<file path="config.mk">
export PLATFORM = sky130hd
export DESIGN_NAME = b230213cs_aswin_1_adder
export DESIGN_NICKNAME = d
export VERILOG_FILES = /design/src/rtl/b230213cs_aswin_1_adder.sv
export SDC_FILE = /design/constraint.sdc
export NUM_CORES = 1
export LEC_CHECK = 0
export CAP_MARGIN = 20
export CORE_MARGIN = 2
export CORE_UTILIZATION = 40
export CTS_CLUSTER_SIZE = 28
export DETAILED_ROUTE_END_ITERATION = 16
export GPL_ROUTABILITY_DRIVEN = 0
export PLACE_DENSITY = 0.81
export SETUP_SLACK_MARGIN = 0.4
export SLEW_MARGIN = 10
export SYNTH_ARGS = -nofsm -noshare
export SYNTH_HDL_FRONTEND = slang
export SYNTH_SLANG_ARGS = --single-unit
export TNS_END_PERCENT = 30
</file>
<file path="constraint.sdc">
create_clock -name clk -period 1.45 [get_ports clk]
set_clock_uncertainty 0.05 [all_clocks]
set_input_delay 0.435 -clock clk [delete_from_list [all_inputs] [get_ports clk]]
set_output_delay 0.435 -clock clk [all_outputs]
set_load 0.1 [all_outputs]
</file>
<file path="src/rtl/b230213cs_aswin_1_adder.sv">
// Registered WIDTH-bit adder: {Cout,S} = A + B + Cin, one cycle of latency.
// Carries are formed by 4-bit carry-lookahead groups chained low-to-high.
module b230213cs_aswin_1_adder #(
  parameter int WIDTH = 8
) (
  input  logic             clk,
  input  logic             rst_n,
  input  logic             in_valid,
  input  logic [WIDTH-1:0] A,
  input  logic [WIDTH-1:0] B,
  input  logic             Cin,
  output logic [WIDTH-1:0] S,
  output logic             Cout,
  output logic             out_valid
);

  localparam int NGRP = WIDTH / 4;

  logic [WIDTH-1:0] g;
  logic [WIDTH-1:0] p;
  logic [WIDTH:0]   c;
  logic [NGRP-1:0]  grp_g;
  logic [NGRP-1:0]  grp_p;
  logic [WIDTH-1:0] sum;

  assign g = A & B;
  assign p = A ^ B;

  // Inner carries c1..c3 use full lookahead; the group carry-out is taken from
  // the group generate/propagate pair so the chain between groups is one level.
  always_comb begin
    c     = '0;
    grp_g = '0;
    grp_p = '0;
    c[0]  = Cin;
    for (int unsigned k = 0; k < NGRP; k++) begin
      c[4*k+1] = g[4*k] | (p[4*k] & c[4*k]);
      c[4*k+2] = g[4*k+1] | (p[4*k+1] & g[4*k])
               | (p[4*k+1] & p[4*k] & c[4*k]);
      c[4*k+3] = g[4*k+2] | (p[4*k+2] & g[4*k+1])
               | (p[4*k+2] & p[4*k+1] & g[4*k])
               | (p[4*k+2] & p[4*k+1] & p[4*k] & c[4*k]);
      grp_g[k] = g[4*k+3] | (p[4*k+3] & g[4*k+2])
               | (p[4*k+3] & p[4*k+2] & g[4*k+1])
               | (p[4*k+3] & p[4*k+2] & p[4*k+1] & g[4*k]);
      grp_p[k] = p[4*k+3] & p[4*k+2] & p[4*k+1] & p[4*k];
      c[4*k+4] = grp_g[k] | (grp_p[k] & c[4*k]);
    end
  end

  assign sum = p ^ c[WIDTH-1:0];

  always_ff @(posedge clk or negedge rst_n) begin
    if (!rst_n) begin
      S         <= '0;
      Cout      <= 1'b0;
      out_valid <= 1'b0;
    end else begin
      out_valid <= in_valid;
      if (in_valid) begin
        S    <= sum;
        Cout <= c[WIDTH];
      end
    end
  end

endmodule

</file>
======== After elaboration in Yosys (flattened, before gate mapping) ========
Cells that the tools add are included.
storage, ports and cells
  output and inout port bits .............. 10
  input bits .............................. 20
  logic and storage cells ................. 58
  bits in registers ....................... 10
operators by class
  bitwise gates (word level) .............. 55
operators by type and width
  kind               number
  AND 1 bit          32
  bitwise OR 1 bit   20
  bitwise XOR 8 bit  2
  AND 8 bit          1

======== Logic depth before layout (Yosys ltp) ========
Gate-level depths: netlist of the first run.
  word-level depth ........................ 9
  mapped depth ............................ 8
  gate-level depth less buffers ........... 8

======== Worst setup path after synthesis of the first run ========
No wires, ideal clock.
  path kind ............................... input port to flip-flop
  from .................................... input A[0]
  to ...................................... register S[4]
  arrival ................................. 1987 ps
  path buffers ............................ 0
  data required time ...................... 1275 ps
  library setup time ...................... 125 ps
  stages on the path ...................... 7
  setup slack ............................. -712 ps
  cells stage by stage .................... ha_1 > a211oi_2 > nor2_1 > o21ai_0 > nand2b_1 > fa_1 > mux2_2
between the ends
  cells in the longest elaborated chain, start to end .. 5
RTL lines
  what                                            line    text
  start: declaration                              9       input logic [WIDTH-1:0] A,
  AND 8 bit or bitwise XOR 8 bit (tied branches)  26, 27
  AND 1 bit (on tied branches)                    45, 46
  bitwise OR 1 bit or AND 1 bit (tied branches)   45, 47
  bitwise OR 1 bit (*)                            47      c[4*k+4] = grp_g[k] | (grp_p[k] & c[4*k]);
  bitwise XOR 8 bit (*)                           51      assign sum = p ^ c[WIDTH-1:0];
  named net sum[4]                                24      logic [WIDTH-1:0] sum;
  end signal: assignment                          61      S <= sum;
  end: declaration                                12      output logic [WIDTH-1:0] S,
The timed path passes the listed nets; every way through them passes the cells marked *.
A chain may end at the register's enable or synchronous reset.

======== Worst setup path in the final report of the first run ========
  from .................................... input B[0]
  to ...................................... register S[4]
between the ends
  cells in the longest elaborated chain, start to end .. 5
RTL lines
  what                                            line    text
  start: declaration                              10      input logic [WIDTH-1:0] B,
  AND 8 bit or bitwise XOR 8 bit (tied branches)  26, 27
  AND 1 bit (on tied branches)                    45, 46
  bitwise OR 1 bit or AND 1 bit (tied branches)   45, 47
  bitwise OR 1 bit (*)                            47
  bitwise XOR 8 bit (*)                           51
  named net sum[4]                                24
Marks and branches as above.

==> flow_metrics.py, run 1 <==
metrics = {
    "logic_synthesis": {
        "seq_area_frac_synth_pct": 35.9,
        "ys_seq_elements": 10,
        "synth_cells": 61,
        "synth.cell_area_um2": 697,
        "yosysWarningCount": 0,
        "synth_area_per_cell_um2": 11.4,
        "syn_nets": 91,
        "yosysUniqueCellTypes": 24,
    },
    "timing": {
        "fmax_mhz": 522,
        "hold_viol_final": 0,
        "tns_ns": -1.41,
        "min_period_ns": 1.91,
        "worst_slack_ns": -0.464,
        "finalCritPeriodShare_pct": 132,
        "tightestPinTransition_ns": 0.454,
        "relSlewSlack_pct": 69.6,
        "finalSetupViolations": 5,
        "rsz0062_at_grt": "true",
        "slew_viol_final": 0,
    },
    "cts": {
        "cts_buffer_depth": 2,
        "postCtsHoldBufs": 0,
        "cts.clk_slew.worst_paths_ns": 0.07,
        "cts_tree": "built",
        "clkLatencyLatePin_ns": 0.26,
        "numClockSinks": 10,
        "cts_max_level": 1,
        "cts_made_buffers": 3,
        "cts-root-buf": "clkbuf_4",
    },
    "global_routing": {
        "track_usage_pct": 24.0,
        "grt-ovfl-total": 0,
        "grt_start_max_net_pins": 13,
        "grt_pass1_vias": 782,
        "grt_pass1_wl_um": 3390,
        "antenna_found_initial": 0,
    },
    "place": {
        "dp_slack_ns": -1.22,
        "io_buffers": 29,
        "dp_hpwl_um": 1580,
    },
    "floorplan": {
        "start_util_pct": 41.3,
        "rows": 15,
        "ios": 30,
        "coreArea_um2": 1690,
        "die_x_um": 45.7,
        "fp.dieH_um": 45.7,
        "dieArea_um2": 2090,
    },
    "status": {
        "status": "finished, violations left",
        "failed_checks": "setup timing",
    },
    "worst_setup_path": {
        "required_ns": 1.55,
        "end_kind": "register",
        "path_class": "in2reg",
        "cp-start-kind": "input port",
        "worstPathArrival_ns": 2.01,
        "path_max_fanout": 2,
    },
    "power_and_ir_drop": {
        "leakage_nw": 0.642,
        "max-vdd-ir-drop_mv": 1.17,
        "power_density_nw_per_um2": 1200,
    },
    "layout": {
        "final_nets": 144,
        "drive_gt1_share_pct": 58.4,
        "final_util_pct": 83.6,
        "area_growth_pct": 103,
        "n_antenna_cell": 0,
    },
    "drt": {
        "dr.pass1.iters": 2,
        "routed-via-count": 684,
        "antenna_left": 0,
        "wl_per_cell_um": 16.3,
        "drt_iter0_drc": 7,
        "post_drt_via_cell_ratio": 5.26,
        "wirelength_um": 2130,
        "drc": 0,
    },
    "min_path": {
        "hold_path_class": "in2async",
    },
    "run": {
        "maxCapViolCount": 0,
    },
}
worst paths after layout:
kind | startpoint | endpoint | slack [ns] | depth (start not counted)
max | B[0] | S[4] | -0.46 | 8
min | rst_n | S[4] | 0.44 | 1
max reg2reg | S[4] | S[4] | 0.57 | 1
min reg2reg | S[0] | S[0] | 0.53 | 1
max in group asynchronous | rst_n | S[1] | 0.60 | 1
min in group clk | S[0] | S[0] | 0.53 | 1
layer usage:
metal / wire (um) / track usage (%) / share of wire [%] / vias up
met5: 0 / 0 / 0 / -
met4: 78 / 9.71 / 3.7 / 0
met3: 91 / 7.94 / 4.3 / 8
met2: 1220 / 45.4 / 58 / 28
met1: 733 / 23.6 / 34 / 322
li1: - / - / - / 326
layout make-up:
type                       count  area, um^2
clock buffer                   4        36.3
fill                         101         277
inverter                       2        7.51
multi-input combinational     48         566
sequential                    10         250
tap                           17        21.3
timing repair buffer          49         532
state kept, by name (all words and copies together) (netlist names):
name and cells:
Cout 1, out_valid 1, S 8
through the flow:
stage	hold WS, ns	cell area [um^2]	std cells	total power, W
floorplan	0.0894	748	61	0.000968
CTS	0.440	1390	129	0.00169
global route	0.460	1410	130	0.00178
finish	0.436	1410	130	0.00170
global placement	0.501	1280	123	0.00137
detailed placement	0.517	1280	123	0.00140
synthesized netlist by cell type:
library cell  instances  area share [%]
a21oi_1               2             1.4
o2111a_1              1             1.6
dfrtp_1              10              36
nor2_1                6             3.2
mux2_2                4             6.5
nand2b_1              2             1.8
inv_1                 2             1.1
o211ai_2              1             1.8
mux2_4                1             2.2
a31oi_2               1             1.8
o21ai_0               3             2.2
o21ai_1               3             2.2
nand2_1               1            0.54
xnor2_1               5             6.3
fa_1                  2             5.7
a21o_2                1             1.3
o22ai_1               1            0.90
mux2i_1               1             1.4
buf_6                 1             1.6
a211oi_1              1             1.1
ha_1                  8              14
a21oi_2               1             1.3
a21o_1                2             2.2
a211oi_2              1             1.8
timing repair:
item	CTS	global route
setup endpoints to repair	19	19
resized for setup	46	6
pin swaps	19	4
buffers inserted	2	1
power by group:
group | internal, W | switching (W)
Sequential | 0.000334 | 0.0000651
Combinational | 0.000453 | 0.000601
Clock | 0.000152 | 0.0000948
Total | 0.000940 | 0.000761
logic make-up (layout without fill, tap and decap cells):
| logic type | after synthesis | after routing | synth area share (%) |
|---|---|---|---|
| compound gates | 18 | 18 | 19.4 |
| fa+ha+maj | 10 | 10 | 20.1 |
| flops | 10 | 10 | 35.9 |
| simple gates | 9 | 9 | 5.56 |
| mux | 6 | 6 | 10.1 |
| xor+xnor | 5 | 5 | 6.28 |
| buf+inv | 3 | 55 | 2.69 |
layout by cell type (no fill, tap or decap), types with 3 or more instances in the layout:
cell type and count:
buf_12 10, buf_4 20, clkbuf_4 3, clkdlybuf4s15_1 3, clkdlybuf4s50_1 4, dfrtp_1 10, dlygate4sd2_1 6, ha_4 6
mux2_4 4, nor2_1 4, o21ai_2 3, xnor2_1 3
critical path, stage by stage:
cell	delay, ns
buf_8	0.10
ha_4	0.24
a211oi_4	0.22
nor2_2	0.08
o21ai_2	0.13
nand2b_1	0.10
fa_2	0.42
mux2_4	0.27
No activity file was read; power rests on OpenSTA's default activity.
==> inputs of run 2 (changes only) <==
--- a/config.mk
+++ b/config.mk
@@ -10,8 +10,9 @@
 export CORE_UTILIZATION = 40
 export CTS_CLUSTER_SIZE = 28
 export DETAILED_ROUTE_END_ITERATION = 16
+export DONT_BUFFER_PORTS = 1
 export GPL_ROUTABILITY_DRIVEN = 0
-export PLACE_DENSITY = 0.81
+export PLACE_DENSITY = 0.59
 export SETUP_SLACK_MARGIN = 0.4
 export SLEW_MARGIN = 10
 export SYNTH_ARGS = -nofsm -noshare
==> run 2 against run 1 <==
Effect of this change: largest cell class unchanged; hold slack got worse by 0.29 ns; the run still ends with setup timing left; global-route usage fell by 9.1 points; highest routed layer is now met3; non-clock buffer count fell by 27; maximum frequency rose by 11%; critical path type unchanged; setup slack improved by 0.19 ns; utilization fell by 18 points; via count fell by 19%; critical path depth fell by 1; cell count fell by 21%; wire length fell by 36%; die area did not move.
==> flow_metrics.py, run 2 (synthesized netlist as in run 1, its figures left out) <==
metrics = {
    "cts": {
        "cts.clk_slew.worst_paths_ns": 0.07,
        "cts_max_level": 1,
        "cts_tree": "built",
        "clkLatencyLatePin_ns": 0.26,
        "cts-root-buf": "clkbuf_4",
        "cts_buffer_depth": 2,
        "numClockSinks": 10,
        "cts_made_buffers": 3,
    },
    "status": {
        "status": "finished, violations left",
        "failed_checks": "setup timing",
    },
    "timing": {
        "slew_viol_final": 0,
        "relSlewSlack_pct": 69.6,
        "tns_ns": -0.778,
        "fmax_mhz": 580,
        "rsz0062_at_grt": "true",
        "hold_viol_final": 0,
        "finalCritPeriodShare_pct": 119,
        "worst_slack_ns": -0.273,
        "finalSetupViolations": 4,
        "tightestPinTransition_ns": 0.454,
        "min_period_ns": 1.72,
    },
    "layout": {
        "fill_cells": 141,
        "largest-register": "S",
        "top_regs": "S x8, Cout x1, out_valid x1",
        "n_antenna_cell": 0,
        "largest_register_ffs": 8,
        "area_growth_pct": 59.6,
        "final_cell_mix": "dfrtp_1, buf_12, buf_4",
        "drive_gt1_share_pct": 50.0,
        "final_nets": 117,
    },
    "worst_setup_path": {
        "path_class": "in2reg",
        "cp-start-kind": "input port",
        "cp_cell_sequence": "ha_4, a211oi_4, nor2_2, o21ai_1, nand2b_1, fa_2, mux2_2",
        "cpPeakStageDelay_ns": 0.40,
        "end_kind": "register",
        "cp_slowest_cell": "fa_2",
        "worst-path-stages": 7,
        "worstPathArrival_ns": 1.82,
        "crit_buf_inv": 0,
        "required_ns": 1.55,
        "critical-path-top-delay-family": "adder cells",
        "path_max_fanout": 2,
        "reg2regPathDepth": 2,
    },
    "floorplan": {
        "coreArea_um2": 1690,
        "ios": 30,
        "die_x_um": 45.7,
        "rows": 15,
        "dieArea_um2": 2090,
        "fp.dieH_um": 45.7,
        "start_util_pct": 41.3,
    },
    "global_routing": {
        "grt_start_max_net_pins": 15,
        "use_met1_pct": 17.4,
        "grtUsageMet2_pct": 25.9,
        "met3_usage_pct": 4.37,
        "grt-ovfl-total": 0,
        "grt_pass1_wl_um": 2240,
        "antenna_found_initial": 0,
        "grt_pass1_vias": 556,
        "track_usage_pct": 14.9,
        "top_usage_layer": "met2",
    },
    "drt": {
        "post_drt_via_cell_ratio": 5.37,
        "routed-via-count": 553,
        "wl_per_cell_um": 13.3,
        "antenna_left": 0,
        "dr.pass1.iters": 2,
        "wirelength_um": 1370,
        "drt_iter0_drc": 7,
        "drc": 0,
    },
    "run": {
        "maxCapViolCount": 0,
    },
    "min_path": {
        "whs_path_depth": 0,
        "hold_path_class": "in2reg",
    },
    "place": {
        "dp_slack_ns": -0.589,
        "dp_hpwl_um": 1110,
        "io_buffers": 0,
    },
    "power_and_ir_drop": {
        "leakage_nw": 0.502,
        "max-vdd-ir-drop_mv": 0.742,
        "power_density_nw_per_um2": 1420,
    },
}
-- run 2: cell count changes in the layout (fill, tap and decap cells not counted), moves of 3 or more --
cell,previous run,this run
clkdlybuf4s50_1,4,0
buf_4,20,10
dlygate4sd2_1,6,0
ha_4,6,3
ha_1,1,5
clkdlybuf4s15_1,3,0
-- run 2: final timing paths --
path / start / endpoint / slack [ns]
worst min-delay path: in_valid / out_valid / 0.15
worst min register to register: S[4] / S[4] / 0.53
min in group asynchronous: rst_n / S[4] / 0.50
max in group asynchronous: rst_n / S[0] / 0.54
worst max-delay path: A[0] / S[4] / -0.27
worst max register to register: S[7] / S[7] / 0.44
-- run 2: area by class of cell --
| type | instances | area [um^2] | share of cell area, % |
|---|---|---|---|
| Clock buffer | 4 | 36.3 | 3.26 |
| Inverter | 2 | 7.51 | 0.675 |
| Multi-Input combinational cell | 48 | 500 | 45.0 |
| Sequential cell | 10 | 250 | 22.5 |
| Tap cell | 17 | 21.3 | 1.91 |
| Timing Repair Buffer | 22 | 297 | 26.7 |
-- run 2: worst reg2reg max path, stage by stage (launching register included) --
cell	delay [ns]
dfrtp_1	0.40
buf_12	0.18
mux2_4	0.27
-- run 2: what timing repair did --
item	in CTS	in global routing
buffers inserted	1	0
gates resized for setup	22	3
hold buffers	1	0
endpoints found under the hold margin	10	0
pin swaps	10	3
endpoints found under the setup margin	17	18
-- run 2: through the flow --
step / cell area, um^2 / std cells / utilization, % / hold WS (ns) / total power (W)
final: 1110 / 103 / 65.9 / 0.151 / 0.00157
after global routing: 1110 / 103 / 65.9 / 0.137 / 0.00164
after CTS: 1110 / 103 / 65.5 / 0.136 / 0.00158
after detailed placement: 958 / 97 / 56.7 / 0.0896 / 0.00119
after global placement: 958 / 97 / 56.7 / 0.0896 / 0.00118
after floorplan: 748 / 61 / - / 0.0894 / 0.000968
-- run 2: where the power goes --
part           internal [W]  switching [W]  total (W)
logic              0.000380       0.000553   0.000933
registers          0.000334      0.0000569   0.000391
clock network      0.000152      0.0000981   0.000250
-- run 2: per-layer routing --
layer	wire length, um	share of wire, %	vias up
met2	719	53	19
met5	0	0	-
met4	0	0	0
met3	91	6.7	0
li1	-	-	269
met1	557	41	265
==> inputs of run 3 (changes only) <==
--- a/config.mk
+++ b/config.mk
@@ -6,9 +6,10 @@
 export NUM_CORES = 1
 export LEC_CHECK = 0
 export CAP_MARGIN = 20
+export CORE_ASPECT_RATIO = 0.75
 export CORE_MARGIN = 2
 export CORE_UTILIZATION = 40
-export CTS_CLUSTER_SIZE = 28
+export CTS_CLUSTER_SIZE = 25
 export DETAILED_ROUTE_END_ITERATION = 16
 export DONT_BUFFER_PORTS = 1
 export GPL_ROUTABILITY_DRIVEN = 0
==> run 3 against run 2 <==
Effect of this change: the flow still finishes with violations (setup timing); combinational power rose by 4.5%; power increased by 2.4%; wire length up 15%; first-iteration DRC count fell by 86%; sequential power down 1%; setup slack worse by 0.029 ns; sequential cell count is the same; register-to-register slack about the same; via count shrank 1.1%; sequential share of layout area down 0.81 points; critical endpoint unchanged; largest power group unchanged.
==> flow_metrics.py, run 3 (synthesized netlist as in run 1, its figures left out) <==
metrics = {
    "global_routing": {
        "grt_pass1_wl_um": 2500,
        "grt_pass1_vias": 590,
        "antenna_found_initial": 0,
        "grt-ovfl-total": 0,
        "grt_start_max_net_pins": 15,
        "track_usage_pct": 17.7,
    },
    "cts": {
        "clkLatencyLatePin_ns": 0.26,
        "numClockSinks": 10,
        "cts-root-buf": "clkbuf_4",
        "cts_tree": "built",
        "cts_buffer_depth": 2,
        "cts_made_buffers": 3,
        "cts_max_level": 1,
        "cts.clk_slew.worst_paths_ns": 0.07,
    },
    "run": {
        "maxCapViolCount": 0,
    },
    "worst_setup_path": {
        "crit_buf_inv": 0,
        "worstPathArrival_ns": 1.85,
        "cp_cell_sequence": "ha_4, a211oi_4, nor2_2, o21ai_1, nand2b_1, fa_2, mux2_4",
        "r2r_end": "S[0]",
        "path_class": "in2reg",
        "cpPeakStageDelay_ns": 0.41,
        "required_ns": 1.55,
        "rr_startpoint": "S[0]",
        "critical-path-top-delay-family": "adder cells",
        "cp_slowest_cell": "fa_2",
        "reg2regPathDepth": 2,
        "cp-start-kind": "input port",
        "end_kind": "register",
        "rrSetupSlack_ns": 0.45,
        "path_max_fanout": 2,
    },
    "min_path": {
        "whs_path_depth": 0,
        "hold_path_class": "in2reg",
        "worstHoldStart": "in_valid",
        "holdPathEnd": "out_valid",
    },
    "timing": {
        "whs_ns": 0.148,
        "worst_slack_ns": -0.302,
        "hold_viol_final": 0,
        "slew_viol_final": 0,
        "finalCritPeriodShare_pct": 121,
        "finalSetupViolations": 5,
        "relSlewSlack_pct": 70.3,
        "tns_ns": -0.897,
        "fmax_mhz": 571,
        "tightestPinTransition_ns": 0.445,
        "min_period_ns": 1.75,
        "rsz0062_at_grt": "true",
    },
    "power_and_ir_drop": {
        "fin_total_pwr_w": 0.00161,
        "max-vdd-ir-drop_mv": 0.735,
        "leakage_nw": 0.521,
        "power_density_nw_per_um2": 1400,
    },
    "drt": {
        "drt_iter0_drc": 1,
        "antenna_left": 0,
        "post_drt_via_cell_ratio": 5.02,
        "wirelength_um": 1570,
        "routed-via-count": 547,
        "drc": 0,
        "dr.pass1.iters": 2,
        "wl_per_cell_um": 14.4,
    },
    "layout": {
        "top_regs": "S x8, Cout x1, out_valid x1",
        "largest_register_ffs": 8,
        "area_growth_pct": 65.5,
        "fin_cells": 109,
        "final_cell_mix": "dfrtp_1, buf_12, buf_4",
        "drive_gt1_share_pct": 54.0,
        "final_nets": 118,
        "largest-register": "S",
        "final_cell_area_um2": 1150,
        "fill_cells": 125,
        "n_antenna_cell": 0,
    },
    "place": {
        "dp_cells": 100,
        "dp_hpwl_um": 1230,
        "dpl_cell_area_um2": 937,
        "io_buffers": 0,
    },
    "floorplan": {
        "rows": 13,
        "fp.dieH_um": 40.2,
        "dieArea_um2": 2100,
        "coreArea_um2": 1690,
        "start_util_pct": 41.2,
        "ios": 30,
        "die_x_um": 52.2,
    },
    "status": {
        "status": "finished, violations left",
        "failed_checks": "setup timing",
    },
}
-- run 3: cell count changes in the layout (fill, tap and decap cells not counted), sizes merged --
cell	delta
buf	+1
-- run 3: timing repair --
item	in CTS	in global routing
hold buffers	1	0
buffers inserted	4	0
pin swaps	6	3
endpoints found under the setup margin	18	18
resized for setup	26	7
endpoints found under the hold margin	10	0
-- run 3: worst reg2reg max path, stage by stage, from the launching register on --
cell and delay (ns):
dfrtp_1 0.40, buf_12 0.17, mux2_4 0.27
-- run 3: routing by layer --
layer  track usage, %  vias to the layer above  share of wire, %
met3             7.46                        4               6.2
li1                 -                      273                 -
met4             9.62                        0               2.7
met2             31.6                       20                50
met1             18.2                      250                41
met5                0                        -                 0
-- run 3: worst max-delay path by stage --
stage / startpoint / end / slack (ns) / cells past startpoint
after global placement: A[0] / S[4] / -0.57 / 7
after floorplan: A[0] / S[4] / -0.59 / 7
after detailed placement: A[0] / S[4] / -0.62 / 7
after CTS: A[0] / S[4] / -0.28 / 7
final: A[0] / S[4] / -0.30 / 7
after global routing: A[0] / S[4] / -0.33 / 7
-- run 3: cell type report --
type                            instances  area (um^2)  area share (%)
Multi-Input combinational cell         48          524            45.4
Timing Repair Buffer                   23          308            26.7
Sequential cell                        10          250            21.7
Clock buffer                            4         36.3            3.15
Tap cell                               22         27.5            2.39
Inverter                                2         7.51           0.651
-- run 3: where the power goes --
part / switching [W] / internal [W] / leakage, nW
combinational: 0.000569 / 0.000406 / 0.384
sequential: 0.0000525 / 0.000335 / 0.117
clock: 0.0000985 / 0.000152 / 0.0210
total: 0.000720 / 0.000893 / 0.521
-- run 3: metrics by stage --
step	util [%]	setup WS [ns]
floorplan	-	-0.589
global placement	55.4	-0.567
detailed placement	55.4	-0.616
CTS	66.2	-0.284
global route	68.2	-0.326
finish	68.2	-0.302
